`src/rtl/echo_distance.sv`:
```
// rtl/echo_distance.sv - echo pulse-width to centimetre converter
// Captures periodo on each new done edge, divides by CYC_PER_CM, saturates and flags obstacles.
module echo_distance #(
  parameter int BIT_periodo = 22,
  parameter int CYC_PER_CM  = 2900,
  parameter int MAX_CM      = 400,
  parameter int NEAR_CM     = 20,
  parameter int FAR_CM      = 25
) (
  input  logic                   clk,
  input  logic                   rst,
  input  logic [BIT_periodo-1:0] periodo,
  input  logic                   done,
  output logic [8:0]             distance_cm,
  output logic                   dist_valid,
  output logic                   out_of_range,
  output logic                   obstacle,
  output logic                   busy
);

  localparam int CW = (BIT_periodo > 1) ? $clog2(BIT_periodo) : 1;
  localparam logic [BIT_periodo:0]   CYC  = (BIT_periodo+1)'(CYC_PER_CM);
  localparam logic [BIT_periodo-1:0] MAXQ = BIT_periodo'(MAX_CM);
  localparam logic [8:0]             MAX9  = 9'(MAX_CM);
  localparam logic [8:0]             NEAR9 = 9'(NEAR_CM);
  localparam logic [8:0]             FAR9  = 9'(FAR_CM);

  typedef enum logic [1:0] {IDLE, DIV, DONE} state_t;

  state_t                 state;
  logic                   done_q;
  logic [BIT_periodo-1:0] dividend;
  logic [BIT_periodo-1:0] quot;
  // Held remainder is always below CYC_PER_CM, so BIT_periodo bits suffice; the
  // shifted trial value carries the extra bit.
  logic [BIT_periodo-1:0] rem;
  logic [CW-1:0]          step;

  logic [BIT_periodo:0]   rem_shift;
  logic                   take;
  logic                   sat;
  logic [8:0]             d_sat;

  always_comb begin
    rem_shift = {rem, dividend[BIT_periodo-1]};
    take      = (rem_shift >= CYC);
    sat       = (quot > MAXQ);
    d_sat     = sat ? MAX9 : quot[8:0];
  end

  always_ff @(posedge clk) begin
    if (rst) begin
      state        <= IDLE;
      done_q       <= 1'b1;
      dividend     <= '0;
      quot         <= '0;
      rem          <= '0;
      step         <= '0;
      distance_cm  <= '0;
      dist_valid   <= 1'b0;
      out_of_range <= 1'b0;
      obstacle     <= 1'b0;
      busy         <= 1'b0;
    end else begin
      done_q     <= done;
      dist_valid <= 1'b0;
      case (state)
        IDLE: begin
          if (done && !done_q) begin
            dividend <= periodo;
            rem      <= '0;
            quot     <= '0;
            step     <= CW'(BIT_periodo - 1);
            busy     <= 1'b1;
            state    <= DIV;
          end
        end
        DIV: begin
          dividend <= {dividend[BIT_periodo-2:0], 1'b0};
          quot     <= {quot[BIT_periodo-2:0], take};
          rem      <= take ? BIT_periodo'(rem_shift - CYC) : BIT_periodo'(rem_shift);
          if (step == '0) state <= DONE;
          else            step  <= step - 1'b1;
        end
        DONE: begin
          distance_cm  <= d_sat;
          out_of_range <= sat;
          dist_valid   <= 1'b1;
          if (d_sat <= NEAR9)     obstacle <= 1'b1;
          else if (d_sat >= FAR9) obstacle <= 1'b0;
          busy  <= 1'b0;
          state <= IDLE;
        end
        default: state <= IDLE;
      endcase
    end
  end

endmodule

```
`config.mk`:
```
export PLATFORM = sky130hd
export DESIGN_NAME = echo_distance
export DESIGN_NICKNAME = d
export VERILOG_FILES = /design/src/rtl/echo_distance.sv
export SDC_FILE = /design/constraint.sdc
export NUM_CORES = 1
export LEC_CHECK = 0
export ABC_AREA = 1
export BUFFER_PORTS_ARGS = -buffer_cell sky130_fd_sc_hd__buf_2
export CAP_MARGIN = 20
export CORE_MARGIN = 2
export CORE_UTILIZATION = 45
export DETAILED_ROUTE_END_ITERATION = 6
export GPL_TIMING_DRIVEN = 0
export SETUP_SLACK_MARGIN = 0.5
export SYNTH_ARGS = -nofsm -noshare
export SYNTH_HDL_FRONTEND = slang
export SYNTH_SLANG_ARGS = --single-unit
```
`constraint.sdc`:
```
create_clock -name clk -period 1.93 [get_ports clk]
set_input_delay 0 -clock clk [delete_from_list [all_inputs] [get_ports clk]]
set_output_delay 0 -clock clk [all_outputs]
set_load 0.01 [all_outputs]
```
# Word-level counts from Yosys, hierarchy flattened
# Cells that the tools add are included.
# W data, S select, Z words.
classes:
  multipliers: 0
  n_eq_ne: 5
  div: 0
  n_bitwise: 0
  shift: 0
  muxes: 18
  n_lt_le_gt_ge: 4
  add_sub_neg: 2
  reduce_logical: 12
op_table:
  columns: ["cell", "n"]
  rows:
  - ["$pmux W22 S2", 3]
  - ["$mux W22", 3]
  - ["$ge A23 B12 Y1 const B", 1]
  - ["$gt A22 B9 Y1 const B", 1]
  - ["$sub A22 B12 Y22 const B", 1]
  - ["$mux W5", 2]
  - ["$pmux W5 S2", 1]
  - ["$ge A9 B5 Y1 const B", 1]
  - ["$le A9 B5 Y1 const B", 1]
  - ["$mux W9", 1]
  - ["$reduce_and A2 Y1", 4]
  - ["$ne A2 B2 Y1 const B", 3]
  - ["$reduce_bool A2 Y1", 3]
  - ["$logic_not A5 Y1", 1]
  - ["$sub A5 B1 Y5 const B", 1]
  - ["$mux W1", 4]
  - ["$mux W2", 2]
  - ["$pmux W2 S2", 1]
  - ["$reduce_and A3 Y1", 1]
  - ["$eq A2 B1 Y1 const B", 1]
  - ["$eq A2 B2 Y1 const B", 1]
  - ["$logic_not A2 Y1", 1]
  - ["$pmux W1 S2", 1]
  - ["$logic_and A1 B1 Y1", 1]
  - ["$logic_not A1 Y1", 1]
totals:
  mem_bits_rw: 0
  rom_bits: 0
  output_inout_bits: 13
  regBits: 87
  n_memories: 0
  word_cells: 52
  input_bits: 25
  latch_bits: 0

# Logic depth before layout (Yosys ltp)
# Gate-level depths: netlist (run 1).
logic_depth:
  depth_word: 5
  mapped_depth: 13
  depth_no_buf: 13

# Worst setup path before layout (run 1)
# No wires, ideal clock.
synth_timing:
  kind: "register -> register"
  start: "reg rem[1]"
  end: "reg rem[16]"
  required_ns: 1.859
  n_path_buf: 0
  setup_ns: 0.071
  synth_period_minus_slack_ns: 1.543
  arrival_time_ns: 1.472
  path_stages_with_launch: 13
  setup_slack_ns: 0.387
  cell_sequence: "dfxtp_1 -> inv_1 -> ha_1 -> inv_1 -> nand2_1 -> nand2_1 -> nand2_1 -> nand2_1 -> nand2_1 -> nand2_1 -> xnor2_1 -> nand3_1 -> a21oi_1"
synth_via:
  elab_chain_cells: 3
  word_cells_on_any_way: 4
  cone_classes: "add/sub (1); order compare (1); mux (2)"
synth_lines:
  columns: ["element", "line", "rtl"]
  rows:
  - ["from (decl)", "36", "logic [BIT_periodo-1:0] rem;"]
  - ["from (signal assigned)", "81", "rem <= take ? BIT_periodo'(rem_shift - CYC) : BIT_periodo'(rem_shift);"]
  - ["$sub A22 B12 Y22 / $ge A23 B12 Y1 (equally long branches)", "81, 46", null]
  - ["$mux W22 (*)", "81", null]
  - ["$pmux W22 S2 (*)", "67", "case (state)"]
# Every way passes the cells marked *; elsewhere a longest branch is shown, timed or not.
# A chain may end at the register's enable or synchronous reset.

# Worst setup path in the final report (run 1)
layout_timing:
  start: "reg rem[6]"
  end: "reg rem[8]"
# Same word-level chain as after synthesis.

==> run metrics, run 1 <==
outcome=complete, no violations; Adder-Cell Fraction of Synth Area=1.187%; crit path cell chain=buf_8 -> nand2_1 -> o21ai_2 -> nand2_1 -> nand2_2 -> nor2_4 -> nand3_4 -> buf_8 -> nand2_2 -> nand3_1 -> a21oi_1; final WL=12.23 mm; TritonCTS clock tree=done; setup TNS=0 ns; Post-DP HPWL=7.557 mm; clk sinks=87; Setup CP Type=flop to flop; initial antenna violation count=0; R2R depth=11; layout cells sized above 1=36.50%; met3 GRT Util=3.606%; Period minus WS final=about 1.6 ns; total of max-cap violations=0; multiplexer share of the synthesized area=0%; Synth Area in Simple Gates=a little under a third; CP max stage cell=dfxtp_2; Longest Clk Path Bufs=2; Final ANT Viol Nets=0; global-route wire length before repair=19.69 mm; Skew-Pair Late Insertion Delay=roughly 0.37 ns; Placed Instance Area=4552 um^2; Yosys top cell area share=a little over 40%; DIE AREA=about 10000 um^2; total power=0.003488 W; cell area after layout=5908 um^2; FILL cells=823; Leakage=2.445 nW; synthesized area=4218 um^2; GR Overflow Total=0; RSZ-0062 raised after global routing=yes; max-slew violation count=0; largest net degree at the start of global routing=16; pre-CTS setup slack=0.1593 ns; worst-margin pin slew=between 0.5 and 0.6 ns; skew final=0.01463 ns; period utilisation layout=82.80%; Post-synth EDFFs=0; Max IR drop VDD=411.0 uV; most frequent cells in the layout=104 x nand2_1, 64 x dfxtp_1, 62 x nor2_1; register-to-register setup slack=~0.33 ns; I/O pin cnt=38; Num CTS Buffers=9; Post-synth top flop=dfxtp_1; largest family of logic cells by synthesized area=simple AND/OR/NAND/NOR gates; Synth Area in Compound Gates=15.69%; Initial DRT Pass Iterations=5; clock-pin slew on the worst setup and hold paths=around 0.090 ns; CP Data Arrival Time=1.83 ns; syn nets=626; FFs w/ async S/R, synth=0%; Synth area leaders=dfxtp_1 41%, nand2_1 12%, nor2_1 7.0%; met2 Use GR=42.10%; DR WL/cell=14.81 um; commonest non-fill, non-tap cell in the layout=nand2_1; Port Buffers=37; RR Startpoint=rem[6]$_SDFFE_PP0P_; maximum clock rate=0.6258 GHz; CTS H-tree depth=3; Worst Hold Path EP=done_q$_SDFF_PP1_; Crit Path Max Fanout=8; met1 Use GR=29.91%; Final setup viols=0; core area=9153 um^2; chip height=100.8 um; vias in the first global route=4212; Syn Inst Count=around 600; register bit total from synthesis=87; layout overhead on the synthesized area=40.08%; HP Start=done; Yosys Warn Count=0; Required @ worst endpoint=2.16 ns; starting density of the core=46.08%; Slew headroom=60.15%; Yosys cell types=36; CP Launch Type=flop; gpl congestion=0.9150; Final Hold Vio Count=0; xor/xnor share of the synthesized area=1.454%; register area share after synthesis=just over 40%; nets=739; number of vias per cell=5.412; Die Width=roughly 100 um; Yosys top cell by area=dfxtp_1; Cell Rows=35; vias=4470; max incr delay on CP=approximately 0.35 ns; DR iter-0 viols=273; final core occ=64.55%; ant diodes=0; Total GRT Usage=24.39%; fin worst setup slack=0.3320 ns; Clock Tree Root=clkbuf_8; busiest metal layer after global routing=met2; Mapped Avg Cell Area=a little over 7 um^2; # DRC=0; Worst R2R End=rem[8]$_SDFFE_PP0P_; PwrDens=590.3 nW/um^2; Worst Hold Class=input pin to flop; hold depth=3; Buf/Inv on CP=2; delay-heaviest family, CP=simple AND/OR/NAND/NOR gates; CP endpoint kind=flop
layout make-up:
cell class                 count  area, um^2  area share, %
clock inverter                 5       41.29         0.6989
inverter                      63       257.7          4.363
tap                          111       138.9          2.351
sequential                    87        1795          30.39
buffer                        32       212.7          3.600
timing repair buffer         102       752.0          12.73
multi-input combinational    415        2569          43.48
clock buffer                  11       141.4          2.393
cell usage after synthesis (5+ instances only):
cell type	number
a21oi_1	43
buf_2	10
clkbuf_1	15
dfxtp_1	87
inv_1	57
inv_2	6
nand2_1	135
nand3_1	49
nand4_1	17
nor2_1	79
nor2_2	8
nor3_1	5
o21ai_0	8
o221ai_1	23
o32ai_1	14
xor2_1	6
sequential cells by signal, summed over array words and instances, names as in the netlist:
signal and flops:
dividend 22, quot 22, rem 22, distance_cm 9
step 5, state 2, busy 1, dist_valid 1
done_q 1, obstacle 1, out_of_range 1
timing repair:
item / in CTS / in global routing
pin swaps: 29 / 40
endpoints found under the hold margin: 24 / 0
endpoints found under the setup margin: 74 / 80
gates resized for setup: 94 / 111
buffers inserted: 28 / 11
cloned: 2 / 0
hold buffers: 24 / 0
layer usage:
| layer | wire length (um) | share of wire [%] | vias to the layer above |
|---|---|---|---|
| met5 | 0 | 0 | - |
| met4 | 332 | 2.7 | 0 |
| met3 | 358 | 2.9 | 29 |
| met2 | 6177 | 51 | 91 |
| met1 | 5363 | 44 | 2118 |
| li1 | - | - | 2232 |
cell families after synthesis:
kind of cell | after synthesis
compound gates | 100
xor+xnor | 7
fa+ha+maj | 4
buf+inv | 95
flops | 87
simple gates | 304
power breakdown:
part,internal [W],total (W),switching [W]
Sequential,0.00184,0.00188,0.0000362
Clock,0.000513,0.00122,0.000704
Combinational,0.000172,0.000391,0.000219
worst reg2reg max path: stages, from the launching register on:
cell and delay, ns:
dfxtp_2 0.35, buf_8 0.14, nand2_1 0.08, o21ai_2 0.17
nand2_1 0.09, nand2_2 0.10, nor2_4 0.05, nand3_4 0.12
buf_8 0.15, nand2_2 0.05, nand3_1 0.08, a21oi_1 0.07
worst max-delay path by stage:
stage,start,to,slack (ns),cells past startpoint
global placement,state[1]$_SDFFE_PP0P_,rem[11]$_SDFFE_PP0P_,0.21,7
detailed placement,state[1]$_SDFFE_PP0P_,rem[11]$_SDFFE_PP0P_,0.16,7
CTS,rem[16]$_SDFFE_PP0P_,rem[8]$_SDFFE_PP0P_,0.40,10
finish,rem[6]$_SDFFE_PP0P_,rem[8]$_SDFFE_PP0P_,0.33,11
floorplan,rem[1]$_SDFFE_PP0P_,rem[16]$_SDFFE_PP0P_,0.50,12
global route,rem[6]$_SDFFE_PP0P_,rem[8]$_SDFFE_PP0P_,0.24,11
per-stage QoR:
stage / hold slack (ns) / cells
floorplan: 0.1066 / 597
CTS: 0.4214 / 815
global route: 0.4392 / 826
finish: 0.4313 / 826
global placement: 0.2205 / 745
detailed placement: 0.2378 / 745
Power figures use the tool's default switching activity.
==> run 2: changes to the inputs <==
--- a/config.mk
+++ b/config.mk
@@ -12,6 +12,7 @@
 export CORE_UTILIZATION = 45
 export DETAILED_ROUTE_END_ITERATION = 6
 export GPL_TIMING_DRIVEN = 0
+export PLACE_DENSITY = 0.66
 export SETUP_SLACK_MARGIN = 0.5
 export SYNTH_ARGS = -nofsm -noshare
 export SYNTH_HDL_FRONTEND = slang
==> constraint.sdc (replaced) <==
create_clock -name clk -period 1.45 [get_ports clk]
set_input_delay 0 -clock clk [delete_from_list [all_inputs] [get_ports clk]]
set_output_delay 0 -clock clk [all_outputs]
set_load 0.01 [all_outputs]
==> run 2 against run 1 <==
  * The flow now finishes with violations (setup timing)
  * Clock power rose by 53%
  * Final area is 20% higher
  * First-iteration DRC count grew 13%
  * Sequential share of layout area fell by 4.8 points
  * Critical path depth down 1
  * Clock-buffer cell count did not move
  * Via count grew 9.5%
  * Setup slack got worse by 0.44 ns
  * Non-clock buffer count up 28
  * Clock skew decreased by 0.0025 ns
==> run metrics, run 2 (synthesis results as in run 1) <==
outcome=complete, but fails checks; failing checks=setup timing; Die Width=about 100 um; met2 Use GR=around half; Pint=0.003850 W; pre-CTS setup slack=-0.1917 ns; Port Buffers=37; CP Launch Type=flop; core area=between 9000 and 10000 um^2; FILL cells=543; Clock Tree Root=clkbuf_8; initial antenna violation count=0; CTS H-tree depth=3; Max IR drop VDD=925.8 uV; number of vias per cell=5.737; Leakage=2.865 nW; vias=4894; skew final=approximately 0.012 ns; Worst Hold Class=input pin to flop; ant diodes=0; clock-pin slew on the worst setup and hold paths=0.09 ns; commonest non-fill, non-tap cell in the layout=nand2_1; DIE AREA=10160 um^2; setup TNS=-1.790 ns; met3 GRT Util=5.756%; Final setup viols=44; fin worst setup slack=-0.1079 ns; maximum clock rate=0.6419 GHz; chip height=100.8 um; Sw Pwr=0.001565 W; part of the power in registers=47.0%; Post-DP HPWL=7.646 mm; most frequent cells in the layout=99 x nand2_1, 58 x dfxtp_1, 40 x nor2_1; Initial DRT Pass Iterations=5; layout cells sized above 1=around half; met1 Use GR=31.47%; largest net degree at the start of global routing=15; register area=1808 um^2; Skew-Pair Late Insertion Delay=0.37 ns; DR WL/cell=18.28 um; worst-margin pin slew=0.7762 ns; Hold Slack=0.09167 ns; global-route wire length before repair=22.22 mm; Period minus WS final=1.558 ns; RSZ-0062 raised after global routing=yes; Crit Path Max Fanout=5; period utilisation layout=107.4%; Sw Share=just under 30%; I/O pin cnt=38; Cell Rows=35; CP Data Arrival Time=1.85 ns; gpl congestion=0.8816; Num CTS Buffers=9; busiest metal layer after global routing=met2; GR Overflow Total=0; CP endpoint kind=flop; Total GRT Usage=27.31%; nets=767; Multi-input gate area=about 3100 um^2; starting density of the core=46.08%; largest registers=dividend x22, quot x22, rem x22; Final ANT Viol Nets=0; Slew headroom=48.25%; TritonCTS clock tree=done; layout overhead on the synthesized area=67.55%; DR iter-0 viols=308; Required @ worst endpoint=1.75 ns; total of max-cap violations=0; total power=0.005415 W; # DRC=0; Setup CP Type=flop to flop; max-slew violation count=0; cell area after layout=7067 um^2; final WL=~16 mm; vias in the first global route=4840; PwrDens=766.2 nW/um^2; Clock power frac=34.5%; Final Hold Vio Count=0; Longest Clk Path Bufs=2; share of total power in combinational logic=18.6%; clk sinks=87; Placed Instance Area=4828 um^2
run 2: repair_timing:
action / 4_1_cts / 5_1_grt
setup buffers: 45 / 16
hold buffers: 23 / 0
setup endpoints to repair: 86 / 86
pin swaps: 43 / 39
gates resized for setup: 180 / 130
endpoints found under the hold margin: 23 / 0
cloned: 7 / 2
run 2: path summary, 6_finish.rpt:
kind,endpoint,slack (ns),from,cells past startpoint
min reg2reg,distance_cm[2]$_SDFFE_PP0P_,0.47,distance_cm[2]$_SDFFE_PP0P_,2
min,dividend[0]$_SDFFE_PP0P_,0.09,done,5
max reg2reg,rem[6]$_SDFFE_PP0P_,-0.11,rem[17]$_SDFFE_PP0P_,10
max,rem[6]$_SDFFE_PP0P_,-0.11,rem[17]$_SDFFE_PP0P_,10
run 2: through the flow:
step / util (%) / std cells
6_report: 77.21 / 853
5_1_grt: 77.21 / 853
4_1_cts: 69.64 / 835
3_5_place_dp: 52.75 / 745
3_3_place_gp: 52.75 / 745
2_1_floorplan: - / 597
run 2: area by class of cell:
| class | count | share of cell area [%] |
|---|---|---|
| repair buffers | 130 | 16.78 |
| clock buffers | 11 | 2.142 |
| multi-input cells | 415 | 43.71 |
| flip-flops and latches | 87 | 25.58 |
| well taps | 111 | 1.965 |
| inverters | 63 | 4.037 |
| clock inverters | 4 | 0.7613 |
| plain buffers | 32 | 5.011 |
run 2: layer usage:
metal / part of all wire, % / vias up / wire, um
li1: - / 2288 / -
met1: 40 / 2406 / 6252
met2: 53 / 165 / 8291
met3: 4.5 / 35 / 708
met4: 2.2 / 0 / 343
met5: 0 / - / 0
run 2: critical path, stage by stage (launching register included):
cell,delay (ns)
dfxtp_4,0.38
nor2_4,0.14
nand2_4,0.08
nor2_4,0.13
inv_2,0.05
nor2_4,0.14
nand3_4,0.13
buf_6,0.17
nand2_2,0.06
nand3_2,0.08
a21oi_2,0.13
run 2: power groups by stage:
stage	sequential [W]	clock [W]	combinational (W)
final	0.00254	0.00187	0.00101
after global routing	0.00255	0.00196	0.00106
after CTS	0.00252	0.00182	0.000766
after detailed placement	0.00257	0	0.000460
after global placement	0.00257	0	0.000448
after floorplan	0.00257	0	0.000326
==> run 3: changes to the inputs <==
--- a/config.mk
+++ b/config.mk
@@ -8,11 +8,10 @@
 export ABC_AREA = 1
 export BUFFER_PORTS_ARGS = -buffer_cell sky130_fd_sc_hd__buf_2
 export CAP_MARGIN = 20
-export CORE_MARGIN = 2
 export CORE_UTILIZATION = 45
 export DETAILED_ROUTE_END_ITERATION = 6
 export GPL_TIMING_DRIVEN = 0
-export PLACE_DENSITY = 0.66
+export PLACE_DENSITY = 0.65
 export SETUP_SLACK_MARGIN = 0.5
 export SYNTH_ARGS = -nofsm -noshare
 export SYNTH_HDL_FRONTEND = slang
==> run 3 against run 2 <==
  * The run still ends with setup timing left
  * Cell count decreased by 2.2%
  * Combinational power increased by 4%
  * Die area decreased by 3.9%
  * Core utilization increased by 1.1 points
  * Clock skew about the same
  * Sequential power about the same
  * Global-route usage increased by 0.75 points
  * Highest routed layer unchanged
==> run metrics, run 3 (synthesis results as in run 1) <==
vias in the first global route=4649; skew final=0.01255 ns; CP endpoint kind=flop; layout overhead on the synthesized area=65.05%; ant diodes=0; Final Hold Vio Count=0; outcome=complete, but fails checks; DR iter-0 viols=261; starting density of the core=47.44%; total of max-cap violations=0; clk sinks=87; failing checks=setup timing; clock-pin slew on the worst setup and hold paths=roughly 0.1 ns; Num CTS Buffers=9; Leakage=2.758 nW; met2 routed WL=8.393 mm; routed length on met1=between 6 and 7 mm; commonest non-fill, non-tap cell in the layout=nand2_1; # DRC=0; layout cells sized above 1=between 40% and 50%; Initial DRT Pass Iterations=5; max incr delay on CP=between 0.3 and 0.4 ns; DR top layer=met4; Max IR drop VDD=699.1 uV; largest net degree at the start of global routing=16; gpl congestion=0.9143; RR Startpoint=quot[10]$_SDFFE_PP0P_; CP Launch Type=flop; most frequent cells in the layout=106 x nand2_1, 62 x dfxtp_1, 43 x nor2_1; GR Overflow Total=0; Post-DP HPWL=7.629 mm; core area=8891 um^2; maximum clock rate=0.6160 GHz; crit path cell chain=inv_2 -> nand4_1 -> nor3_2 -> nand2_2 -> nor2_4 -> nor2_4 -> inv_2 -> a21oi_2; TritonCTS clock tree=done; initial antenna violation count=0; worst-margin pin slew=1.049 ns; Skew-Pair Late Insertion Delay=0.38 ns; chip height=just under 100 um; PwrDens=slightly below 800 nW/um^2; Hold Slack=0.07040 ns; number of vias per cell=5.821; max-slew violation count=0; I/O pin cnt=38; global-route wire length before repair=21.74 mm; Setup CP Type=flop to flop; CP Data Arrival Time=1.87 ns; Die Width=98.82 um; Crit Path Max Fanout=6; Worst Hold Class=input pin to flop; CP max stage cell=dfxtp_2; Cell Rows=34; Final setup viols=59; Port Buffers=37; Worst Setup SP=quot[10]$_SDFFE_PP0P_; final WL=about 16 mm; RSZ-0062 raised after global routing=yes; Slew headroom=30.06%; Period minus WS final=1.623 ns; HP Start=done; fin worst setup slack=-0.1735 ns; nets=750; Final ANT Viol Nets=0; Required @ worst endpoint=~1.7 ns; period utilisation layout=112.0%; largest registers=dividend x22, quot x22, rem x22; Longest Clk Path Bufs=2; met3 wire len=approximately 800 um; DR WL/cell=19.20 um; CTS H-tree depth=3; Clock Tree Root=clkbuf_8; DIE AREA=9764 um^2; setup TNS=-3.642 ns; Total GRT Usage=between 20 and 30%; vias=4855
-- run 3: layout make-up --
| type | instances | area, um^2 |
|---|---|---|
| Timing Repair Buffer | 113 | 1052 |
| Fill cell | 536 | 1929 |
| Clock buffer | 10 | 127.6 |
| Multi-Input combinational cell | 415 | 3139 |
| Tap cell | 108 | 135.1 |
| Clock inverter | 6 | 70.07 |
| Inverter | 63 | 264.0 |
| Buffer | 32 | 377.9 |
| Sequential cell | 87 | 1795 |
-- run 3: metrics by stage --
stage / std cells / cell area [um^2] / total power, W / util (%) / setup WS [ns]
CTS: 817 / 6317 / 0.005182 / 71.05 / -0.1098
floorplan: 597 / 4504 / 0.002895 / - / 0.03909
detailed placement: 742 / 4825 / 0.003032 / 54.26 / -0.2211
global placement: 742 / 4825 / 0.003021 / 54.26 / -0.2134
global route: 834 / 6962 / 0.005625 / 78.30 / -0.2135
finish: 834 / 6962 / 0.005461 / 78.30 / -0.1735
-- run 3: worst max-delay path: cells and delay by family (launching register included) --
family	cells	cell delay, ns
buf+inv	2	0.17
simple gates	5	0.91
flops	1	0.35
compound gates	1	0.05
-- run 3: metal layers --
| layer | vias to the layer above | global-route usage, % |
|---|---|---|
| met3 | 72 | 4.681 |
| met1 | 2333 | 33.08 |
| li1 | 2255 | - |
| met2 | 195 | 50.24 |
| met5 | - | 0 |
| met4 | 0 | 11.83 |
-- run 3: report_power, final --
group	total, W	switching (W)	internal, W
logic	0.00105	0.000527	0.000526
registers	0.00256	0.000104	0.00246
clock network	0.00184	0.00104	0.000808
-- run 3: worst paths after layout --
check | endpoint | slack, ns | cells after the start
max | out_of_range$_SDFFE_PP0P_ | -0.17 | 8
min | dividend[0]$_SDFFE_PP0P_ | 0.07 | 5
max reg2reg | out_of_range$_SDFFE_PP0P_ | -0.17 | 8
min reg2reg | distance_cm[2]$_SDFFE_PP0P_ | 0.47 | 2
-- run 3: what timing repair did --
action	in CTS	in global routing
resized for setup	168	122
hold buffers	23	0
pin swaps	49	43
cloned	9	1
endpoints found under the hold margin	23	0
endpoints found under the setup margin	86	87
buffers inserted	27	16
